## config.mk

```make
export PLATFORM = sky130hd
export DESIGN_NAME = cdb_arbiter_flat
export DESIGN_NICKNAME = d
export VERILOG_FILES = /design/src/rtl/cdb_arbiter_pkg.sv /design/src/rtl/cdb_arbiter_if.sv /design/src/rtl/cdb_arbiter_rr_pick.sv /design/src/rtl/cdb_arbiter.sv /design/src/flat_wrapper.sv
export SDC_FILE = /design/constraint.sdc
export NUM_CORES = 1
export LEC_CHECK = 0
export BUFFER_PORTS_ARGS = -buffer_cell sky130_fd_sc_hd__buf_4
export CORE_UTILIZATION = 44
export CTS_CLUSTER_DIAMETER = 50
export DETAILED_ROUTE_END_ITERATION = 8
export GPL_ROUTABILITY_DRIVEN = 0
export PLACE_DENSITY = 0.77
export SYNTH_ARGS = -nofsm -noshare
export SYNTH_HDL_FRONTEND = slang
export SYNTH_SLANG_ARGS = --single-unit
```

## constraint.sdc

```tcl
create_clock -name clk -period 2.9 [get_ports clk]
set_input_delay 0.29 -clock clk [delete_from_list [all_inputs] [get_ports clk]]
set_output_delay 0.29 -clock clk [all_outputs]
set_load 0.005 [all_outputs]
```

## src/rtl/cdb_arbiter_pkg.sv

```systemverilog
// Shared CDB types and constants for the result-broadcast arbiter.
//   lc3b_rob_addr : ROB tag carried on the CDB
//   lc3b_word     : result word carried on the CDB
//   cdb_t         : registered broadcast {valid, tag, data}
//   LDST_REQ_IDX  : requester index of the load/store buffer
package cdb_arbiter_pkg;

    localparam int NUM_REQ      = 4;
    localparam int LDST_REQ_IDX = NUM_REQ - 1;
    localparam int TAG_W        = 3;
    localparam int DATA_W       = 16;

    typedef logic [TAG_W-1:0]  lc3b_rob_addr;
    typedef logic [DATA_W-1:0] lc3b_word;

    typedef struct packed {
        logic         valid;
        lc3b_rob_addr tag;
        lc3b_word     data;
    } cdb_t;

endpackage

```

## src/rtl/cdb_arbiter_if.sv

```systemverilog
// Producer <-> arbiter bundle for the Common Data Bus.
//   flush       : mispredict flush
//   req         : per-requester result-ready
//   req_tag     : packed ROB tags, requester i at [i*tag_width +: tag_width]
//   req_data    : packed results, requester i at [i*data_width +: data_width]
//   grant       : one-hot combinational grant
//   cdb_out     : registered broadcast
//   ldst_streak : consecutive load/store grant count (debug)
// master = producer/control side, slave = arbiter.
interface cdb_arbiter_if
    import cdb_arbiter_pkg::*;
#(
    parameter int NUM_REQ    = 4,
    parameter int tag_width  = 3,
    parameter int data_width = 16
);
    logic                          flush;
    logic [NUM_REQ-1:0]            req;
    logic [NUM_REQ*tag_width-1:0]  req_tag;
    logic [NUM_REQ*data_width-1:0] req_data;
    logic [NUM_REQ-1:0]            grant;
    cdb_t                          cdb_out;
    logic [1:0]                    ldst_streak;

    modport master (
        output flush, req, req_tag, req_data,
        input  grant, cdb_out, ldst_streak
    );

    modport slave (
        input  flush, req, req_tag, req_data,
        output grant, cdb_out, ldst_streak
    );
endinterface

```

## src/rtl/cdb_arbiter_rr_pick.sv

```systemverilog
// Combinational round-robin priority encoder.
//   req   : request vector (N bits)
//   start : index scanned first; scan continues start+1, ... modulo N
//   gnt   : one-hot grant of the first set request found
//   found : any request set
module rr_pick #(
    parameter int N  = 3,
    parameter int PW = 2
) (
    input  logic [N-1:0]  req,
    input  logic [PW-1:0] start,
    output logic [N-1:0]  gnt,
    output logic          found
);
    logic [PW-1:0] idx;

    always_comb begin
        gnt   = '0;
        found = 1'b0;
        idx   = '0;
        for (int i = 0; i < N; i++) begin
            idx = PW'((int'(start) + i) % N);
            if (!found && req[idx]) begin
                gnt[idx] = 1'b1;
                found    = 1'b1;
            end
        end
    end
endmodule

```

## src/rtl/cdb_arbiter.sv

```systemverilog
// Common Data Bus arbiter: picks one result producer per cycle and
// registers its ROB tag and result onto the CDB one cycle later.
//   clk, reset : clock, synchronous active-high reset
//   bus        : producer bundle (flush, req, req_tag, req_data in;
//                grant, cdb_out, ldst_streak out)
// Requesters 0..NUM_REQ-2 are ALU stations, NUM_REQ-1 is the load/store
// buffer. With LDST_PRIO=1 the load/store buffer wins outright until it
// has taken LDST_LIMIT consecutive grants over a waiting ALU requester,
// then one ALU requester gets through round-robin.
// tag_width/data_width must match the cdb_t field widths in the package.
module cdb_arbiter
    import cdb_arbiter_pkg::*;
#(
    parameter int NUM_REQ    = 4,
    parameter int data_width = 16,
    parameter int tag_width  = 3,
    parameter int LDST_PRIO  = 1,
    parameter int LDST_LIMIT = 2
) (
    input  logic          clk,
    input  logic          reset,
    cdb_arbiter_if.slave  bus
);
    localparam int PW      = $clog2(NUM_REQ);
    localparam int NALU    = NUM_REQ - 1;
    localparam int LDST    = NUM_REQ - 1;
    // Last pointer value before wrapping: ALU-only scan in boost mode.
    localparam int RR_WRAP = (LDST_PRIO != 0) ? NALU - 1 : NUM_REQ - 1;

    logic [PW-1:0]         rr_ptr;
    logic [1:0]            streak;
    cdb_t                  cdb_q;

    logic [NALU-1:0]       alu_gnt;
    logic                  alu_found;
    logic [NUM_REQ-1:0]    all_gnt;
    logic                  all_found;

    logic [NUM_REQ-1:0]    gnt;
    logic                  others;
    logic                  boost;
    logic                  rr_adv;
    logic [PW-1:0]         win_idx;
    logic [tag_width-1:0]  win_tag;
    logic [data_width-1:0] win_data;

    rr_pick #(.N(NALU), .PW(PW)) u_alu_pick (
        .req   (bus.req[NALU-1:0]),
        .start (rr_ptr),
        .gnt   (alu_gnt),
        .found (alu_found)
    );

    rr_pick #(.N(NUM_REQ), .PW(PW)) u_all_pick (
        .req   (bus.req),
        .start (rr_ptr),
        .gnt   (all_gnt),
        .found (all_found)
    );

    always_comb begin
        others = |bus.req[NALU-1:0];
        // Load/store keeps winning while under its streak budget, or
        // whenever nobody else is waiting.
        boost  = bus.req[LDST] && ((32'(streak) < LDST_LIMIT) || !others);
        gnt    = '0;
        if (!reset && !bus.flush) begin
            if (LDST_PRIO != 0) begin
                if (boost)          gnt[LDST]      = 1'b1;
                else if (alu_found) gnt[NALU-1:0]  = alu_gnt;
            end else if (all_found) begin
                gnt = all_gnt;
            end
        end
    end

    // One-hot grant -> winner index and payload.
    always_comb begin
        win_idx  = '0;
        win_tag  = '0;
        win_data = '0;
        for (int i = 0; i < NUM_REQ; i++) begin
            if (gnt[i]) begin
                win_idx  = PW'(i);
                win_tag  = bus.req_tag[i*tag_width +: tag_width];
                win_data = bus.req_data[i*data_width +: data_width];
            end
        end
    end

    // Boost mode rotates only over ALU grants; plain RR over every grant.
    assign rr_adv = (LDST_PRIO != 0) ? |gnt[NALU-1:0] : |gnt;

    always_ff @(posedge clk) begin
        if (reset) begin
            cdb_q  <= '0;
            rr_ptr <= '0;
            streak <= '0;
        end else if (bus.flush) begin
            // Tag/data hold; only the broadcast is killed.
            cdb_q.valid <= 1'b0;
            rr_ptr      <= '0;
            streak      <= '0;
        end else begin
            if (|gnt) begin
                cdb_q.valid <= 1'b1;
                cdb_q.tag   <= lc3b_rob_addr'(win_tag);
                cdb_q.data  <= lc3b_word'(win_data);
            end else begin
                cdb_q.valid <= 1'b0;
            end

            if (rr_adv)
                rr_ptr <= (32'(win_idx) == RR_WRAP) ? '0 : win_idx + 1'b1;

            if (gnt[LDST])
                streak <= !others ? 2'd0 : (streak == 2'd3) ? 2'd3 : streak + 2'd1;
            else if (|gnt)
                streak <= 2'd0;
        end
    end

    assign bus.grant       = gnt;
    assign bus.cdb_out     = cdb_q;
    assign bus.ldst_streak = streak;
endmodule

```

## src/flat_wrapper.sv

```systemverilog
// flat-port wrapper written by rule: the top's interface ports become plain ports
module cdb_arbiter_flat import cdb_arbiter_pkg::*;
#(
    parameter int NUM_REQ    = 4,
    parameter int data_width = 16,
    parameter int tag_width  = 3,
    parameter int LDST_PRIO  = 1,
    parameter int LDST_LIMIT = 2
)
  (clk, reset, bus_flush, bus_req, bus_req_tag, bus_req_data, bus_grant, bus_cdb_out, bus_ldst_streak);
  cdb_arbiter_if #(.NUM_REQ(NUM_REQ), .tag_width(tag_width), .data_width(data_width)) bus_i ();
  input  logic clk;
  input  logic reset;
  input wire logic [$bits(bus_i.flush)-1:0] bus_flush;
  input wire logic [$bits(bus_i.req)-1:0] bus_req;
  input wire logic [$bits(bus_i.req_tag)-1:0] bus_req_tag;
  input wire logic [$bits(bus_i.req_data)-1:0] bus_req_data;
  output wire logic [$bits(bus_i.grant)-1:0] bus_grant;
  output wire logic [$bits(bus_i.cdb_out)-1:0] bus_cdb_out;
  output wire logic [$bits(bus_i.ldst_streak)-1:0] bus_ldst_streak;
  assign bus_i.flush = bus_flush;
  assign bus_i.req = bus_req;
  assign bus_i.req_tag = bus_req_tag;
  assign bus_i.req_data = bus_req_data;
  assign bus_grant = bus_i.grant;
  assign bus_cdb_out = bus_i.cdb_out;
  assign bus_ldst_streak = bus_i.ldst_streak;
  cdb_arbiter #(.NUM_REQ(NUM_REQ), .data_width(data_width), .tag_width(tag_width), .LDST_PRIO(LDST_PRIO), .LDST_LIMIT(LDST_LIMIT)) u_core (.clk(clk), .reset(reset), .bus(bus_i));
endmodule
```

==> reports/metrics.yaml <==
worst_setup_path:
  start_kind: "register"
  critPathKind: "reg -> out"
  reg2reg_slack_ns: 0.22
  critPathMaxFanout: 20
  cp.required_ns: 2.61
  worstPathArrival_ns: 2.44
  crit_path_end_kind: "primary output"
  r2r_cells: 10
detailed_routing:
  finalWirelength_um: 5930
  drt_iter0_markers: 137
  route.met3.wl_um: 376
  antenna_left: 0
  avgRoutedWirePerCell_um: 15.8
  wl_met2_um: 3000
  m1WireLength_um: 2500
  firstDrtPassIters: 4
  maxUsedRoutingLayer: "met4"
  drc_errors: 0
  num_vias: 2165
  vias_per_cell: 5.77
timing:
  worst_pin_slew_ns: 0.496
  relSlewSlack: 0.668
  finalSetupViolations: 0
  slew_viol_final: 0
  fin_crit_sh: 0.941
  fin_tns_setup_ns: 0
  fin_crit_ns: 2.73
  clock.fmax_mhz: 366
  final_hold_viol_count: 0
  fin_worst_skew_ns: 0.00274
  grt_setup_unrepaired: "false"
finish:
  multi_input_area_um2: 1180
  regArea_um2: 480
  antenna_cells: 0
  final_nets: 414
  area_growth_pct: 49.9
  drive_gt1_frac: 0.431
  fill_cells: 363
synth:
  synth_area_leaders: "dfxtp_1 (26%), a221oi_2 (7.4%), a32o_1 (7.1%)"
  synth_fp_nets: 312
  synth_edf_count: 0
  ys.flop_type: "dfxtp_1"
  syn_area_um2: 1840
  synth.avg_cell_area_um2: 8.16
  synth_top_cell_area_share: 0.262
  synth_seq_cells: 24
  yosysTopAreaCell: "dfxtp_1"
  synth_cells: 225
  synth_cell_type_count: 46
  synth-warning-count: 0
  async_flop_share: 0
  synth_common_cells: "dfxtp_1 (24), inv_1 (20), o21ai_0 (19)"
  synth_most_common_cell: "dfxtp_1"
  ys_seq_area_frac: 0.262
floorplanning:
  ios: 109
  num_rows: 23
  die_h_um: 66.6
  fp.dieW_um: 66.6
  coreArea_um2: 4000
  die-area_um2: 4440
  initial_core_util: 0.459
hold_path:
  hp-class: "in -> reg"
  hold_depth: 3
grt:
  overflow: 0
  antenna_found_initial: 0
  grt_usage: 0.262
  grt_max_degree: 21
  grt_pass1_wl_um: 9000
  first_global_vias: 2024
pwr:
  power_mw: 0.852
  p_per_area_nw_per_um2: 309
  p_leak_nw: 1.20
  peakVddDrop_uv: 272
clock_network:
  cts_hold_buffers: 0
  cts_tree: "built"
  clock-sinks: 24
  cts_root_buffer: "clkbuf_8"
  cts_max_path_buffers: 2
  cts.clk_slew.worst_paths_ns: 0.09
  cts_buffers: 3
  h-tree-depth: 1
  clock_latency_ns: 0.27
status:
  status: "finished clean"
placed_design:
  portBuffers: 108
  dpl.hpwl_um: 4390
run:
  max-cap-violations: 0
layout by cell type, fill, tap and decap left out, types with 2 or more instances in the layout:
cell type,Yosys,final
buf_4,0,119
dfxtp_1,24,24
inv_1,20,20
o21ai_0,19,18
nand3_1,16,16
a32o_1,13,13
a41oi_1,12,12
nor2_1,9,9
a221oi_2,9,9
a22oi_1,7,7
nand2_1,6,6
a21oi_1,6,6
and2_0,5,5
and3_1,5,5
nor2b_1,4,4
a21o_1,4,4
a221oi_1,4,4
mux2i_1,3,3
a221o_1,3,3
nor3_1,3,3
nand2b_1,3,3
clkbuf_8,0,3
o21ai_1,1,2
and2_1,2,2
o2bb2ai_1,2,2
ha_2,0,2
ha_1,4,2
routing by layer:
layer,vias to the layer above,track usage
li1,1071,-
met1,1013,0.330
met2,75,0.452
met3,6,0.0548
met4,0,0.0612
met5,-,0
critical path, cell delays in order, from the launching register on:
cell,delay (ns)
dfxtp_1,0.39
inv_1,0.08
ha_2,0.43
inv_1,0.12
a21oi_1,0.18
o221ai_1,0.21
o21ai_1,0.19
buf_4,0.25
and2_1,0.19
buf_4,0.12
area by class of cell:
type | instances | area share
Timing Repair Buffer | 120 | 0.332
Sequential cell | 24 | 0.174
Multi-Input combinational cell | 157 | 0.428
Inverter | 21 | 0.0286
Clock buffer | 3 | 0.0150
Tap cell | 50 | 0.0227
registers in the layout (all words and copies together) (netlist names):
register and cells:
u_core.bus.cdb_out 20, u_core.bus.ldst_streak 2, u_core.rr_ptr 2
cell families (layout without fill, tap and decap cells):
logic type | after synthesis | count (layout) | share of synthesized area
adder cells (fa/ha/maj) | 4 | 4 | 0.0272
AO/OA/AOI/OAI | 94 | 94 | 0.429
flip-flops | 24 | 24 | 0.262
AND/OR/NAND/NOR | 55 | 55 | 0.155
multiplexers | 4 | 4 | 0.0225
buffers and inverters | 44 | 144 | 0.104
stage by stage:
| step | setup WS [ns] | instances | util | hold slack [ns] | instance area (µm²) |
|---|---|---|---|---|---|
| global placement | 0.237 | 370 | 0.671 | 0.453 | 2690 |
| floorplan | 0.403 | 225 | - | 0.434 | 1840 |
| global route | 0.0259 | 375 | 0.688 | 0.275 | 2750 |
| detailed placement | 0.185 | 370 | 0.671 | 0.453 | 2690 |
| CTS | 0.0282 | 373 | 0.682 | 0.250 | 2730 |
| finish | 0.171 | 375 | 0.688 | 0.248 | 2750 |
power by group:
group	total [mW]	internal, mW	switching [mW]
logic	0.284	0.162	0.122
clock network	0.201	0.0930	0.108
registers	0.367	0.353	0.0135
total	0.852	0.608	0.244
final timing paths:
| kind | startpoint | end |
|---|---|---|
| max | u_core.rr_ptr[0] | bus_grant[1] |
| max reg2reg | u_core.rr_ptr[0] | u_core.bus.cdb_out[10] |
| min reg2reg | u_core.bus.cdb_out[16] | u_core.bus.cdb_out[16] |
| min | bus_req_data[3] | u_core.bus.cdb_out[3] |
repair_timing:
| item | CTS | global route |
|---|---|---|
| setup buffers | 0 | 2 |
| setup endpoints to repair | 0 | 11 |
| gates resized for setup | 0 | 3 |
(Power assumes the default switching activity.)
